[config.mk]
export PLATFORM = sky130hd
export DESIGN_NAME = dh_modred_sched
export DESIGN_NICKNAME = d
export VERILOG_FILES = /design/src/rtl/dh_pkg.sv /design/src/rtl/dh_rr_arb2.sv /design/src/rtl/dh_modred_sched.sv
export SDC_FILE = /design/constraint.sdc
export NUM_CORES = 1
export LEC_CHECK = 0
export BUFFER_PORTS_ARGS = -buffer_cell sky130_fd_sc_hd__buf_2
export CELL_PAD_IN_SITES_DETAIL_PLACEMENT = 1
export CELL_PAD_IN_SITES_GLOBAL_PLACEMENT = 2
export CORE_ASPECT_RATIO = 0.5
export CORE_MARGIN = 2
export CORE_UTILIZATION = 26
export CTS_BUF_LIST = sky130_fd_sc_hd__clkbuf_16
export DETAILED_ROUTE_END_ITERATION = 16
export GPL_TIMING_DRIVEN = 0
export MAX_ROUTING_LAYER = met4
export PLACE_DENSITY_LB_ADDON = 0.1
export SLEW_MARGIN = 20
export SYNTH_ARGS = -nofsm -noshare
export SYNTH_HDL_FRONTEND = slang
export SYNTH_SLANG_ARGS = --single-unit
[constraint.sdc]
create_clock -name clk -period 1.9 [get_ports clk]
set_input_delay 0.285 -clock clk [delete_from_list [all_inputs] [get_ports clk]]
set_output_delay 0.285 -clock clk [all_outputs]
set_load 0.02 [all_outputs]
[src/rtl/dh_pkg.sv]
// Shared definitions for the DH modular-reduction scheduler.
//   EW_DEF / PW_DEF / RED_LAT_DEF : default operand width, modulus width and
//                                   latency of the shared reduction unit
//   state_e : scheduler FSM states
//   party_e : the two DH parties (A computes g^x, B computes g^y)
package dh_pkg;

  localparam int EW_DEF      = 64;
  localparam int PW_DEF      = 32;
  localparam int RED_LAT_DEF = 3;

  typedef enum logic [1:0] {
    IDLE = 2'd0,
    BUSY = 2'd1,
    DONE = 2'd2
  } state_e;

  typedef enum logic {
    PA = 1'b0,
    PB = 1'b1
  } party_e;

endpackage

[src/rtl/dh_rr_arb2.sv]
// Two-way round-robin arbiter.
//   req[1:0] : in  requests, bit 0 = party A, bit 1 = party B
//   last     : in  party granted most recently (loses a tie)
//   gnt[1:0] : out one-hot grant, zero when nothing is requested
module dh_rr_arb2
  import dh_pkg::*;
(
  input  logic [1:0] req,
  input  logic       last,
  output logic [1:0] gnt
);

  // NOTE: every output of a combinational block gets a default first so no
  // path leaves it unassigned and no latch is inferred.
  always_comb begin
    gnt = 2'b00;
    unique case (req)
      2'b01:   gnt = 2'b01;
      2'b10:   gnt = 2'b10;
      2'b11:   gnt = (last == PB) ? 2'b01 : 2'b10;
      default: gnt = 2'b00;
    endcase
  end

endmodule

[src/rtl/dh_modred_sched.sv]
// Scheduler sharing one fixed-latency modular-reduction unit (R = E mod P)
// between DH parties A and B.
//   clk, rst            : rising-edge clock, synchronous active-low reset
//   a_req/a_exp/a_p     : A request (level, held until a_ack) with operands
//   a_ack/a_done        : one-cycle accept / result-valid pulses
//   a_res/a_err         : A result (held until next A done), reject flag (P==0)
//   b_*                 : identical set for party B
//   red_st/red_exp/red_p: start/hold and operands to the shared unit
//   red_r               : unit result, valid RED_LAT edges after red_st is seen
//   busy                : scheduler not IDLE
module dh_modred_sched
  import dh_pkg::*;
#(
  parameter int EW      = EW_DEF,
  parameter int PW      = PW_DEF,
  parameter int RED_LAT = RED_LAT_DEF
) (
  input  logic          clk,
  input  logic          rst,
  input  logic          a_req,
  input  logic [EW-1:0] a_exp,
  input  logic [PW-1:0] a_p,
  output logic          a_ack,
  output logic          a_done,
  output logic [EW-1:0] a_res,
  output logic          a_err,
  input  logic          b_req,
  input  logic [EW-1:0] b_exp,
  input  logic [PW-1:0] b_p,
  output logic          b_ack,
  output logic          b_done,
  output logic [EW-1:0] b_res,
  output logic          b_err,
  output logic          red_st,
  output logic [EW-1:0] red_exp,
  output logic [PW-1:0] red_p,
  input  logic [EW-1:0] red_r,
  output logic          busy
);

  localparam int             CW    = (RED_LAT < 1) ? 1 : $clog2(RED_LAT + 1);
  localparam logic [CW-1:0]  LAT_C = CW'(RED_LAT);

  state_e          state_q, state_d;
  logic [CW-1:0]   cnt_q, cnt_d;
  party_e          last_q, last_d;
  party_e          owner_q, owner_d;
  logic            rej_q, rej_d;
  logic            red_st_q, red_st_d;
  logic [EW-1:0]   red_exp_q, red_exp_d;
  logic [PW-1:0]   red_p_q, red_p_d;
  logic            a_ack_q, a_ack_d, a_done_q, a_done_d, a_err_q, a_err_d;
  logic            b_ack_q, b_ack_d, b_done_q, b_done_d, b_err_q, b_err_d;
  logic [EW-1:0]   a_res_q, a_res_d, b_res_q, b_res_d;

  logic [1:0]      gnt;
  party_e          sel_party;
  logic [EW-1:0]   sel_exp;
  logic [PW-1:0]   sel_p;
  logic            fin;
  logic [EW-1:0]   fin_res;
  logic            fin_err;

  dh_rr_arb2 u_arb (
    .req  ({b_req, a_req}),
    .last (last_q),
    .gnt  (gnt)
  );

  assign sel_party = gnt[1] ? PB : PA;
  assign sel_exp   = gnt[1] ? b_exp : a_exp;
  assign sel_p     = gnt[1] ? b_p : a_p;

  always_comb begin
    state_d   = state_q;
    cnt_d     = cnt_q;
    last_d    = last_q;
    owner_d   = owner_q;
    rej_d     = rej_q;
    red_st_d  = red_st_q;
    red_exp_d = red_exp_q;
    red_p_d   = red_p_q;
    a_ack_d   = 1'b0;
    a_done_d  = 1'b0;
    a_res_d   = a_res_q;
    a_err_d   = a_err_q;
    b_ack_d   = 1'b0;
    b_done_d  = 1'b0;
    b_res_d   = b_res_q;
    b_err_d   = b_err_q;
    fin       = 1'b0;
    fin_res   = '0;
    fin_err   = 1'b0;

    unique case (state_q)
      IDLE: begin
        if (gnt != 2'b00) begin
          last_d    = sel_party;
          owner_d   = sel_party;
          red_exp_d = sel_exp;
          red_p_d   = sel_p;
          if (sel_party == PA) a_ack_d = 1'b1;
          else                 b_ack_d = 1'b1;
          if (sel_p != '0) begin
            red_st_d = 1'b1;
            cnt_d    = '0;
            rej_d    = 1'b0;
            state_d  = BUSY;
          end else begin
            // Zero modulus never reaches the unit; its done follows the ack
            // by one edge so ack and done never share a cycle.
            rej_d   = 1'b1;
            state_d = DONE;
          end
        end
      end
      BUSY: begin
        if (cnt_q == LAT_C) begin
          fin      = 1'b1;
          fin_res  = red_r;
          red_st_d = 1'b0;
          state_d  = DONE;
        end else begin
          cnt_d = cnt_q + CW'(1);
        end
      end
      DONE: begin
        state_d = IDLE;
        if (rej_q) begin
          fin     = 1'b1;
          fin_err = 1'b1;
          rej_d   = 1'b0;
        end
      end
      default: state_d = IDLE;
    endcase

    // Only the owner's result registers move; the other party's hold.
    if (fin) begin
      if (owner_q == PA) begin
        a_done_d = 1'b1;
        a_res_d  = fin_res;
        a_err_d  = fin_err;
      end else begin
        b_done_d = 1'b1;
        b_res_d  = fin_res;
        b_err_d  = fin_err;
      end
    end
  end

  // NOTE: state registers use non-blocking assignments so every register
  // samples pre-edge values regardless of statement order.
  always_ff @(posedge clk) begin
    if (!rst) begin
      state_q   <= IDLE;
      cnt_q     <= '0;
      last_q    <= PB;
      owner_q   <= PA;
      rej_q     <= 1'b0;
      red_st_q  <= 1'b0;
      red_exp_q <= '0;
      red_p_q   <= '0;
      a_ack_q   <= 1'b0;
      a_done_q  <= 1'b0;
      a_res_q   <= '0;
      a_err_q   <= 1'b0;
      b_ack_q   <= 1'b0;
      b_done_q  <= 1'b0;
      b_res_q   <= '0;
      b_err_q   <= 1'b0;
    end else begin
      state_q   <= state_d;
      cnt_q     <= cnt_d;
      last_q    <= last_d;
      owner_q   <= owner_d;
      rej_q     <= rej_d;
      red_st_q  <= red_st_d;
      red_exp_q <= red_exp_d;
      red_p_q   <= red_p_d;
      a_ack_q   <= a_ack_d;
      a_done_q  <= a_done_d;
      a_res_q   <= a_res_d;
      a_err_q   <= a_err_d;
      b_ack_q   <= b_ack_d;
      b_done_q  <= b_done_d;
      b_res_q   <= b_res_d;
      b_err_q   <= b_err_d;
    end
  end

  assign a_ack   = a_ack_q;
  assign a_done  = a_done_q;
  assign a_res   = a_res_q;
  assign a_err   = a_err_q;
  assign b_ack   = b_ack_q;
  assign b_done  = b_done_q;
  assign b_res   = b_res_q;
  assign b_err   = b_err_q;
  assign red_st  = red_st_q;
  assign red_exp = red_exp_q;
  assign red_p   = red_p_q;
  assign busy    = (state_q != IDLE);

endmodule

==> results.rst <==
.. list-table::
   :header-rows: 1

   * - Metric
     - Value
   * - Pin count of the biggest net entering global routing
     - 15
   * - Most frequent standard cell in the layout excluding fill and tap cells
     - buf_2
   * - Count of final setup violators
     - 0
   * - Via-to-Cell Ratio
     - 4.69
   * - Final weighted congestion of routability-driven global placement
     - 0.853
   * - Run status
     - completed
   * - Asr flop ratio synth
     - 0%
   * - Maximum vdd ir drop
     - approximately 0.00056 V
   * - Distinct cell type count of the synthesized netlist
     - 39
   * - Hold WC Path Type
     - primary input to flip-flop
   * - Critical Path Source Type
     - flip-flop
   * - Total of flip-flops plus latches after synthesis
     - roughly 240
   * - Kind of capture point of the worst setup path
     - flip-flop
   * - Max-cap viol count
     - 0
   * - Starting utilization of the core area
     - a little over a quarter
   * - Number of top-level pins
     - between 400 and 500
   * - Max Fclk
     - 555 MHz
   * - Number of enable flip-flop cells after synthesis
     - 0
   * - First-pass GRT wire length
     - around 64,000 um
   * - Detailed Routing Iterations Pass 1
     - 4
   * - Sum of routed wire length over all layers
     - between 40,000 and 50,000 um
   * - Final min period
     - around 1800 ps
   * - Final-stage net count
     - between 1,500 and 2,000
   * - DIE HEIGHT
     - 144 um
   * - Most used cells in the layout excluding fill and tap cells
     - 510 x buf_2, 240 x nand2_1, 235 x dfxtp_1
   * - Post-detailed-route DRC marker count
     - 0
   * - Die Span X
     - about 280 um
   * - Clock skew after layout
     - 23.7 ps
   * - Max Root-Sink Buffers
     - 3
   * - IO Port Bufs
     - 490
   * - Routed WL per cell
     - a little under 20 um
   * - Most used flip-flop cell after synthesis
     - dfxtp_1
   * - CTS H-tree lvls
     - 1
   * - CTS tree
     - done
   * - Antenna violations before repair
     - 4
   * - Data arrival, critical path
     - approximately 2300 ps
   * - Violation count after the first detailed-routing iteration
     - 256
   * - Worst relative slew slack
     - between 50% and 60%
   * - Detailed-placement wirelength estimate
     - ~34,000 um
   * - Hold Path Cell Cnt
     - 3
   * - Leakage power total
     - 7.56 nW
   * - Type of the worst setup path
     - flip-flop to flip-flop
   * - Total design power
     - 15.1 mW
   * - Layout cells sized above 1
     - 37.3%
   * - Cell area after placement
     - between 10,000 and 15,000 um2
   * - Worst Hold Margin
     - around 19 ps
   * - Area Overhead vs Synth
     - 46.9%
   * - Cell chosen for the clock root
     - clkbuf_16
   * - R2R setup slack
     - approximately 98 ps
   * - Via count of the first global-routing pass
     - about 11,000
   * - Skew-Pair Late Insertion Delay
     - between 500 and 600 ps
   * - Largest fanout on the critical path
     - 8
   * - Instance count of the mapped netlist
     - 1,114
   * - Summed negative setup slack over all endpoints
     - 0 ps
   * - Inserted Clock Buffers
     - 25
   * - Overflow after GRT
     - 0
   * - Share of synthesized area occupied by flip-flops and latches
     - 46.5%
   * - Worst Reg-to-Reg Cells
     - 10
   * - CTS clock-pin slew for the worst setup and hold paths
     - 70 ps
   * - YS warnings
     - 0
   * - Tcrit/Tclk final
     - a little over nine tenths
   * - Clock tree sinks
     - between 200 and 250
   * - CP Data Required Time
     - 2380 ps
   * - Die Footprint
     - a little over 40,000 um2
   * - Net count of the mapped netlist
     - approximately 1,400
   * - Final Max Slew Viols
     - 0
   * - Aggregate global-route resource usage
     - 20.7%
   * - DRT antenna net count
     - 0
   * - Design Area, Final
     - ~15,000 um2
   * - Area of the mapped netlist
     - just over 10,000 um2
   * - Least-Margin Pin Slew
     - around 730 ps
   * - Row count
     - ~50
   * - Power Density
     - 1000 nW/um2
   * - Final Hold Vio Count
     - 0
   * - Total vias in the final route
     - between 10,000 and 15,000
   * - Total core area
     - between 30,000 and 40,000 um2
   * - Average footprint of a synthesized cell
     - approximately 9.2 um2
registers in the layout, indices dropped and copies added (netlist names):
register	count
a_res	64
last_q	1
b_done	1
state_q	2
red_p	32
red_exp	64
b_res	64
cnt_q	2
owner_q	1
a_err	1
b_err	1
red_st	1
a_done	1
a_ack	1
rej_q	1
b_ack	1
cell type report:
cell class | instances | area [um2]
Fill cell | 4653 | 23800
Multi-Input combinational cell | 769 | 5040
Sequential cell | 238 | 4770
Timing Repair Buffer | 558 | 3160
Tap cell | 530 | 663
Buffer | 101 | 629
Clock buffer | 25 | 626
Clock inverter | 20 | 133
Inverter | 4 | 17.5
Antenna cell | 5 | 12.5
Yosys cell counts (all sizes together) (2+ instances only):
cell	number	share of area [%]
and2	4	0.24
and3	2	0.12
inv	4	0.15
nand2	240	8.8
nand2b	2	0.12
nand4	3	0.18
nor3	4	0.20
buf	61	3.4
o21ai	13	0.71
ha	4	0.49
nor2b	2	0.12
o211a	96	9.4
nand3	132	6.4
or2	2	0.12
a21boi	131	9.6
nor4	12	0.73
clkbuf	42	1.5
mux2i	99	9.7
nor2	11	0.40
dfxtp	238	46
where the power goes:
group | leakage [nW] | internal, mW | switching [mW]
Clock | 0.387 | 2.54 | 2.18
Sequential | 1.95 | 5.62 | 0.346
Combinational | 5.23 | 1.70 | 2.68
logic make-up after synthesis:
family,Yosys count,share of synthesized area (%)
flip-flops,238,46.5
AND/OR/NAND/NOR,417,17.7
multiplexers,99,9.67
XOR/XNOR,1,0.0855
AO/OA/AOI/OAI,248,20.5
adder cells (fa/ha/maj),4,0.488
buffers and inverters,107,5.10
worst max-delay path: stages, from the launching register on:
cell	delay, ps
dfxtp_4	380
inv_4	50
ha_4	150
and2_4	160
o21ai_4	230
or2_1	170
buf_6	120
buf_12	160
clkbuf_16	160
nand2_1	50
a21boi_1	130
final timing paths:
check | start | endpoint
setup / recovery | state_q[1]$_SDFFE_PN0P_ | b_res[20]$_SDFFE_PN0P_
hold / removal | red_r[27] | b_res[27]$_SDFFE_PN0P_
setup reg to reg | state_q[1]$_SDFFE_PN0P_ | b_res[20]$_SDFFE_PN0P_
hold reg to reg | b_res[33]$_SDFFE_PN0P_ | b_res[33]$_SDFFE_PN0P_
repair_timing:
action	4_1_cts	5_1_grt
cloned	3	1
resized for setup	69	31
hold buffers	52	0
buffers inserted	5	7
pin swaps	1	17
endpoints found under the hold margin	84	0
endpoints found under the setup margin	228	148
through the flow:
step | cells | setup slack [ps] | util, %
floorplan | 1114 | 204 | -
global placement | 2134 | -397 | 34.4
detailed placement | 2134 | -529 | 34.4
CTS | 2238 | 1.40 | 38.3
global route | 2249 | -15.3 | 38.7
finish | 2250 | 98.4 | 38.8
per-layer routing:
| metal | routed length, um | track usage [%] | share of wire, % | vias up |
|---|---|---|---|---|
| li1 | - | - | - | 5078 |
| met1 | 17700 | 23.4 | 41 | 5214 |
| met2 | 23300 | 38.5 | 53 | 206 |
| met3 | 1770 | 3.79 | 4.1 | 47 |
| met4 | 790 | 4.38 | 1.8 | 0 |
| met5 | 0 | - | 0 | - |
No activity file was read; power rests on OpenSTA's default activity.
